### src/rtl/pc_ctrl_if.sv
// Decoder <-> fetch PC controller bus: control requests in, PC and status out.
interface pc_ctrl_if #(
    parameter int PC_W  = 10,
    parameter int OFF_W = 8
);
    logic             start;
    logic             stall;
    logic             branch_en;
    logic [OFF_W-1:0] branch_off;
    logic             jump_en;
    logic             call_en;
    logic             ret_en;
    logic [PC_W-1:0]  jump_target;
    logic [PC_W-1:0]  PC;
    logic             halt;
    logic             fault;
    logic             running;

    modport master (
        output start, stall, branch_en, branch_off, jump_en, call_en, ret_en, jump_target,
        input  PC, halt, fault, running
    );
    modport slave (
        input  start, stall, branch_en, branch_off, jump_en, call_en, ret_en, jump_target,
        output PC, halt, fault, running
    );
endinterface

### src/rtl/pc_ctrl.sv
// Fetch-stage PC controller: IDLE/RUN/HALTED FSM, branch/jump/stall, trap detection.
// Define PC_RAS_EN to add a RAS_DEPTH-entry return-address stack for call/return.
module pc_ctrl #(
    parameter int              PC_W       = 10,
    parameter int              OFF_W      = 8,
    parameter logic [PC_W-1:0] START_ADDR = '0,
    parameter int              HALT_ADDR  = 63,
    parameter int              RAS_DEPTH  = 4
) (
    input  logic      CLK,
    input  logic      init_n,
    pc_ctrl_if.slave  bus
);
    typedef enum logic [1:0] {IDLE, RUN, HALTED} state_t;

    localparam logic [PC_W:0] HALT_LIM = (PC_W+1)'(HALT_ADDR);

    state_t          state_q, state_d;
    logic [PC_W-1:0] pc_q, pc_d, pc_inc;
    logic            fault_q, fault_d;
    logic            inc_req, trap, over_halt;
    logic [PC_W+1:0] off_ext, br_sum;

    if (RAS_DEPTH < 1) begin : g_depth_chk
        $error("RAS_DEPTH must be at least 1");
    end

    assign pc_inc    = pc_q + PC_W'(1);
    assign over_halt = {1'b0, pc_q} > HALT_LIM;
    // Two guard bits: anything landing outside [0, 2^PC_W-1] shows up in the top bits.
    assign off_ext   = (PC_W+2)'($signed(bus.branch_off));
    assign br_sum    = {2'b00, pc_q} + off_ext;

`ifdef PC_RAS_EN
    localparam int SP_W  = $clog2(RAS_DEPTH + 1);
    localparam int IDX_W = (RAS_DEPTH > 1) ? $clog2(RAS_DEPTH) : 1;

    logic [PC_W-1:0]  ras_q [RAS_DEPTH];
    logic [SP_W-1:0]  sp_q, sp_d;
    logic [IDX_W-1:0] wr_idx, rd_idx;
    logic             push, ras_full;

    assign wr_idx   = IDX_W'(sp_q);
    assign rd_idx   = IDX_W'(sp_q - SP_W'(1));
    assign ras_full = sp_q == SP_W'(RAS_DEPTH);

    // Stack storage has no reset; only the pointer defines what is valid.
    always_ff @(posedge CLK) begin
        if (push) ras_q[wr_idx] <= pc_inc;
    end
`endif

    always_comb begin
        state_d = state_q;
        pc_d    = pc_q;
        fault_d = fault_q;
        inc_req = 1'b0;
        trap    = 1'b0;
`ifdef PC_RAS_EN
        sp_d    = sp_q;
        push    = 1'b0;
`endif
        if (bus.start) begin
            state_d = RUN;
            pc_d    = START_ADDR;
            fault_d = 1'b0;
`ifdef PC_RAS_EN
            sp_d    = '0;
`endif
        end else if (state_q == RUN) begin
            if (over_halt) begin
                state_d = HALTED;
                fault_d = 1'b0;
            end else if (bus.stall) begin
                pc_d = pc_q;
            end else if (bus.ret_en) begin
`ifdef PC_RAS_EN
                if (sp_q == '0) trap = 1'b1;
                else begin
                    pc_d = ras_q[rd_idx];
                    sp_d = sp_q - SP_W'(1);
                end
`else
                inc_req = 1'b1;
`endif
            end else if (bus.call_en) begin
`ifdef PC_RAS_EN
                if (ras_full) trap = 1'b1;
                else begin
                    pc_d = bus.jump_target;
                    sp_d = sp_q + SP_W'(1);
                    push = 1'b1;
                end
`else
                pc_d = bus.jump_target;
`endif
            end else if (bus.jump_en) begin
                pc_d = bus.jump_target;
            end else if (bus.branch_en) begin
                if (|br_sum[PC_W+1:PC_W]) trap = 1'b1;
                else pc_d = br_sum[PC_W-1:0];
            end else begin
                inc_req = 1'b1;
            end

            // Incrementing past the top of the address space traps instead of wrapping.
            if (inc_req) begin
                if (&pc_q) trap = 1'b1;
                else pc_d = pc_inc;
            end
            if (trap) begin
                state_d = HALTED;
                fault_d = 1'b1;
                pc_d    = pc_q;
            end
        end
    end

    always_ff @(posedge CLK or negedge init_n) begin
        if (!init_n) begin
            state_q <= IDLE;
            pc_q    <= '0;
            fault_q <= 1'b0;
`ifdef PC_RAS_EN
            sp_q    <= '0;
`endif
        end else begin
            state_q <= state_d;
            pc_q    <= pc_d;
            fault_q <= fault_d;
`ifdef PC_RAS_EN
            sp_q    <= sp_d;
`endif
        end
    end

    assign bus.PC      = pc_q;
    assign bus.halt    = state_q == HALTED;
    assign bus.running = state_q == RUN;
    assign bus.fault   = fault_q;
endmodule

### src/flat_wrapper.sv
// flat-port wrapper written by rule: the top's interface ports become plain ports
module pc_ctrl_flat 
#(
    parameter int              PC_W       = 10,
    parameter int              OFF_W      = 8,
    parameter logic [PC_W-1:0] START_ADDR = '0,
    parameter int              HALT_ADDR  = 63,
    parameter int              RAS_DEPTH  = 4
)
  (CLK, init_n, bus_start, bus_stall, bus_branch_en, bus_branch_off, bus_jump_en, bus_call_en, bus_ret_en, bus_jump_target, bus_PC, bus_halt, bus_fault, bus_running);
  pc_ctrl_if #(.PC_W(PC_W), .OFF_W(OFF_W)) bus_i ();
  input  logic CLK;
  input  logic init_n;
  input wire logic [$bits(bus_i.start)-1:0] bus_start;
  input wire logic [$bits(bus_i.stall)-1:0] bus_stall;
  input wire logic [$bits(bus_i.branch_en)-1:0] bus_branch_en;
  input wire logic [$bits(bus_i.branch_off)-1:0] bus_branch_off;
  input wire logic [$bits(bus_i.jump_en)-1:0] bus_jump_en;
  input wire logic [$bits(bus_i.call_en)-1:0] bus_call_en;
  input wire logic [$bits(bus_i.ret_en)-1:0] bus_ret_en;
  input wire logic [$bits(bus_i.jump_target)-1:0] bus_jump_target;
  output wire logic [$bits(bus_i.PC)-1:0] bus_PC;
  output wire logic [$bits(bus_i.halt)-1:0] bus_halt;
  output wire logic [$bits(bus_i.fault)-1:0] bus_fault;
  output wire logic [$bits(bus_i.running)-1:0] bus_running;
  assign bus_i.start = bus_start;
  assign bus_i.stall = bus_stall;
  assign bus_i.branch_en = bus_branch_en;
  assign bus_i.branch_off = bus_branch_off;
  assign bus_i.jump_en = bus_jump_en;
  assign bus_i.call_en = bus_call_en;
  assign bus_i.ret_en = bus_ret_en;
  assign bus_i.jump_target = bus_jump_target;
  assign bus_PC = bus_i.PC;
  assign bus_halt = bus_i.halt;
  assign bus_fault = bus_i.fault;
  assign bus_running = bus_i.running;
  pc_ctrl #(.PC_W(PC_W), .OFF_W(OFF_W), .START_ADDR(START_ADDR), .HALT_ADDR(HALT_ADDR), .RAS_DEPTH(RAS_DEPTH)) u_core (.CLK(CLK), .init_n(init_n), .bus(bus_i));
endmodule
### config.mk
export PLATFORM = sky130hd
export DESIGN_NAME = pc_ctrl_flat
export DESIGN_NICKNAME = d
export VERILOG_FILES = /design/src/rtl/pc_ctrl_if.sv /design/src/rtl/pc_ctrl.sv /design/src/flat_wrapper.sv
export SDC_FILE = /design/constraint.sdc
export NUM_CORES = 1
export LEC_CHECK = 0
export ABC_AREA = 1
export ABC_CLOCK_PERIOD_IN_PS = 2700
export BUFFER_PORTS_ARGS = -buffer_cell sky130_fd_sc_hd__buf_2
export CORE_MARGIN = 2
export CORE_UTILIZATION = 50
export CTS_BUF_LIST = sky130_fd_sc_hd__clkbuf_16
export DETAILED_ROUTE_END_ITERATION = 16
export PLACE_DENSITY = 0.74
export SKIP_LAST_GASP = 1
export SYNTH_ARGS = -nofsm -noshare
export SYNTH_HDL_FRONTEND = slang
export SYNTH_SLANG_ARGS = --single-unit
export TNS_END_PERCENT = 20
### constraint.sdc
create_clock -name CLK -period 2.7 [get_ports CLK]
set_input_delay 0.135 -clock CLK [delete_from_list [all_inputs] [get_ports CLK]]
set_output_delay 0.135 -clock CLK [all_outputs]
set_load 0.03 [all_outputs]
After elaboration in Yosys (flattened, before gate mapping) --
Cells that the tools add are included.
Storage, ports and cells: output and inout bits 13, register bits after elaboration 13, bits of input ports 26, word-level logic and storage cells 54
Cells by class: eq/ne operators 3, reduce and logical (&&, ||, !) cells 6, $add $sub $neg 2, muxes and demuxes 39, order comparisons 1
Operator list (number):
- $mux 10 | 12
- $mux 1 | 23
- $add 11x8->12 | 1
- $add 10x1->10 const B | 1
- $gt 10x6->1 const B | 1
- $reduce_and 10->1 | 1
- $mux 2 | 4
- $reduce_and 2->1 | 2
- $reduce_bool 3->1 | 1
- $eq 2x1->1 const B | 1
- $eq 2x2->1 const B | 1
- $ne 2x2->1 const B | 1
- $reduce_bool 2->1 | 1
- $reduce_or 2->1 | 1

Longest topological paths before layout --
word-level depth 16, gate-level depth with buffers 18, depth with buffers taken out 17

Worst setup path after synthesis --
OpenSTA, ideal clock, no wires.
kind register to register, from reg u_core.pc_q[0] (netlist: u_core.bus.PC[0]), to reg u_core.pc_q[3] (netlist: u_core.bus.PC[3]), period minus slack after synthesis 2.325 ns, library setup time 0.117 ns, path slack 0.375 ns, arrival time 2.207 ns, data required time 2.583 ns, stages on the path, launching flop included 17, path buffers 1, path through dfrtp_1 ha_1 inv_1 fa_1 inv_1 nand3_1 nand3_1 nand2_2 nand2_4 nand3_4 buf_6 nand2_1 o211ai_2 nand2_1 nand2_1 nand2_1 nand2_1
Between the ends: cells in the longest elaborated chain, start to end 15, elaborated cells on any way between the ends 33, classes of those cells 2 x add/sub; 1 x order compare; 1 x eq/ne; 26 x mux; 3 x reduce/logical
Ends and longest elaborated chain:
- start, declared | line pc_ctrl.sv:19 | logic [PC_W-1:0] pc_q, pc_d, pc_inc;
- start signal, assigned | line pc_ctrl.sv:129 | pc_q <= pc_d;
- $add 11x8->12 | line pc_ctrl.sv:32 | assign br_sum = {2'b00, pc_q} + off_ext;
- $reduce_or 2->1 | line pc_ctrl.sv:100 | if (|br_sum[PC_W+1:PC_W]) trap = 1'b1;
- $mux 1 | line pc_ctrl.sv:100
- $mux 1 | line pc_ctrl.sv:99 | end else if (bus.branch_en) begin
- $mux 1 | line pc_ctrl.sv:97 | end else if (bus.jump_en) begin
- $mux 1 | line pc_ctrl.sv:86 | end else if (bus.call_en) begin
- $mux 1 | line pc_ctrl.sv:76 | end else if (bus.ret_en) begin
- $mux 1 | line pc_ctrl.sv:74 | end else if (bus.stall) begin
- $mux 1 | line pc_ctrl.sv:71 | if (over_halt) begin
- $mux 1 | line pc_ctrl.sv:108 | if (&pc_q) trap = 1'b1;
- $mux 1 | line pc_ctrl.sv:107 | if (inc_req) begin
- $mux 1 | line pc_ctrl.sv:70 | end else if (state_q == RUN) begin
- $mux 1 | line pc_ctrl.sv:63 | if (bus.start) begin
- $ne 2x2->1 (no line)
- $reduce_and 2->1 (no line)
Several ways; a longest one is shown, not always the timed one. The select of a mux whose other input is x is not followed. A chain may end at the register's enable or synchronous reset.

Worst setup path in the final report --
Ends and elaborated chain as after synthesis.

==> results.md <==
- Share of cells above drive strength 1: 18.1%
- #FFs+latches synth: 13
- Startpoint Class: flip-flop
- Core Region: 3610 um2
- Mapped Area: 1840 um2
- Switching pwr: 0.863 mW
- Worst setup path class: reg -> reg
- Commonest non-fill, non-tap cell in the layout: nand2_1
- Drt first pass iters: 4
- Worst VDD drop: 0.505 mV
- Pin count of the biggest net entering global routing: 15
- Commonest cells after routing, fill and taps aside: nand2_1 (127), inv_1 (46), buf_2 (38), nor2_1 (25), nand3_1 (18)
- Worst path arrival time: 2.55 ns
- Sw Share: 52.0%
- Mapped Cells: 314
- Worst Reg2Reg Path Length in Cells: 14
- Clk slew on worst S/H paths: 0.05 ns
- Leakage: 1.28 nW
- Mean area per synthesized cell: 5.87 um2
- Largest family of logic cells by synthesized area: simple AND/OR/NAND/NOR gates
- Post-DR wirelength/cell: 11.7 um
- Pins over their slew limit: 0
- Final period util: 87.5%
- Slew HR: 62.9%
- Endpoints failing setup: 0
- Vias in the first global route: 1865
- Largest cells by area after synthesis: nand2_1 (26%), dfrtp_1 (18%), inv_1 (9.2%)
- Synth area leader: nand2_1
- Gr usage total: 24.0%
- First-pass GRT wire length: 8020 um
- Antenna-violating nets left: 0
- Internal Pwr Total: 0.796 mW
- Port Buf Inserts: 38
- CP endpoint: u_core.bus.PC[3]
- Clock power frac: 16.8%
- Status: completed
- Cell Pwr Density: 767 nW/um2
- Die Area: 4190 um2
- Setup crit start: u_core.bus.PC[0]
- CP required: 2.88 ns
- Total clock buffers created by CTS: 3
- Die Y: 64.7 um
- Initial Util: 51.1%
- CTS tree: done
- Hold Slack: 0.247 ns
- DR vias/cell: 4.94
- RSZ-0062 raised after global routing: no
- Maxcap violations: 0
- Syn_nets: 353
- Initial DRC Count: 134
- FILL cells: 376
- Tmin final: 2.36 ns
- Sequential Power Share: 19.8%
- Distinct cells, synth: 28
- Drt drc: 0
- Adder-Cell Fraction of Synth Area: 9.23%
- Hold crit path type: in -> reg
- Antenna fix cells: 0
- Top cell type's share of synthesized area: 25.8%
- Drt total wl: 4710 um
- Sum Neg Setup Slack: 0 ns
- H-tree levels: 1
- Multiplexer share of the synthesized area: 0%
- Via count: 1985
- Deepest clock path buffer count: 2
- Worst-path maximum fanout: 10
- YS warnings: 0
- Initial antenna violation count: 0
- Final net count: 394
- Complex-gate fraction of the synthesized area: 9.09%
- # rows: 22
- Worst Tran Pin Value: 0.554 ns
- Area growth syn-to-layout: 17.2%
- Total gr overflow: 0
- Num Clock Sinks: 13
- Synth Area in Simple Gates: 48.9%
- Worst reg2reg startpoint: u_core.bus.PC[0]
- Seq/Total Area, Yosys: 17.6%
- Dpl hpwl: 3790 um
- Reg2Reg Setup Slack: 0.34 ns
- Comb pwr share: 63.4%
- Worst R2R End: u_core.bus.PC[3]
- Crit. End Element: flip-flop
- Skew final: 0.00223 ns
- Final hold violation count: 0
- Xor/xnor share of the synthesized area: 3.80%
- Worst skew pair latency: 0.24 ns
- CTS Root Cell: clkbuf_16
- RePlAce Congestion: 0.877
- Die width: 64.7 um
- Fmax: 0.423 GHz
- I/O pin cnt: 39
[flip-flops by register name, summed over array words and instances, names as in the netlist]
signal / count
u_core.bus.PC: 10
u_core.bus.fault: 1
u_core.state_q: 2
[cell families after synthesis]
logic type	after synthesis
buffers and inverters	51
AND/OR/NAND/NOR	203
adder cells (fa/ha/maj)	13
flip-flops	13
AO/OA/AOI/OAI	26
XOR/XNOR	8
[worst min-delay path by stage]
stage                                   end  cells after the start       from
after detailed placement  u_core.state_q[0]                      1     init_n
after floorplan            u_core.bus.PC[0]                      0     init_n
after global placement    u_core.state_q[1]                      1     init_n
after CTS                  u_core.bus.PC[7]                      4  bus_start
final                      u_core.bus.PC[2]                      4  bus_start
after global routing       u_core.bus.PC[0]                      4  bus_start
[power by group through the flow]
stage               sequential, mW  clock [mW]  combinational, mW
finish                       0.329       0.278               1.05
global placement             0.328           0               1.03
global route                 0.337       0.293               1.18
floorplan                    0.385           0              0.746
detailed placement           0.330           0               1.04
CTS                          0.328       0.282               1.05
[synth_stat cells]
cell      instances
buf_4             2
nand2_2           4
buf_2             2
nand3_1          18
inv_1            45
nand2_1         127
nor2_2            5
a21oi_4           1
o211ai_2          2
fa_1              1
nand4_1          12
dfrtp_1          13
nor2_1           25
o21ai_0           9
a21oi_1          11
nand2_4           2
a21oi_2           3
nor2b_1           1
or2_2             1
nor3_1            3
nand3_4           2
xnor2_1           2
nand3_2           1
nand3b_1          2
xor2_1            6
buf_6             1
ha_1             12
clkinv_1          1
[stage by stage]
| step | utilization, % | area [um2] | setup slack (ns) | instances | power (mW) |
|---|---|---|---|---|---|
| finish | 60.0 | 2160 | 0.336 | 402 | 1.66 |
| global route | 60.0 | 2160 | 0.130 | 402 | 1.81 |
| CTS | 60.0 | 2160 | 0.345 | 402 | 1.66 |
| detailed placement | 57.5 | 2070 | 0.366 | 397 | 1.37 |
| global placement | 57.5 | 2070 | 0.429 | 397 | 1.36 |
| floorplan | - | 1840 | 0.375 | 314 | 1.13 |
[repair_timing]
action                                 in CTS  in global routing
hold buffers                                1                  0
endpoints found under the hold margin      13                  0
gates resized for setup                     0                  0
setup buffers                               0                  0
[routing by layer]
metal	GRT usage (%)	wire, um	up-vias
li1	-	-	1068
met1	31.3	2170	860
met2	41.9	2250	50
met3	1.91	222	7
met4	7.98	63	0
met5	0	0	-
[worst max-delay path, cell delays in order, from the launching register on]
cell and delay [ns]:
dfrtp_1 0.47, ha_1 0.23, inv_1 0.06, fa_1 0.39, inv_1 0.09, nand3_1 0.10, nand3_1 0.11, nand2_2 0.06
nand2_4 0.12, nand2_2 0.08, nand2_2 0.14, nand3_4 0.14, a21oi_1 0.18, nand2_1 0.08, nand2_1 0.05
[final cells by class]
type | count | area (um2) | share of cell area, %
clock buffers | 3 | 75.1 | 3.47
multi-input cells | 250 | 1310 | 60.6
well taps | 48 | 60.1 | 2.78
clock inverters | 1 | 3.75 | 0.174
inverters | 46 | 173 | 7.99
flip-flops and latches | 13 | 325 | 15.0
repair buffers | 41 | 215 | 9.95
Power figures use the tool's default switching activity.
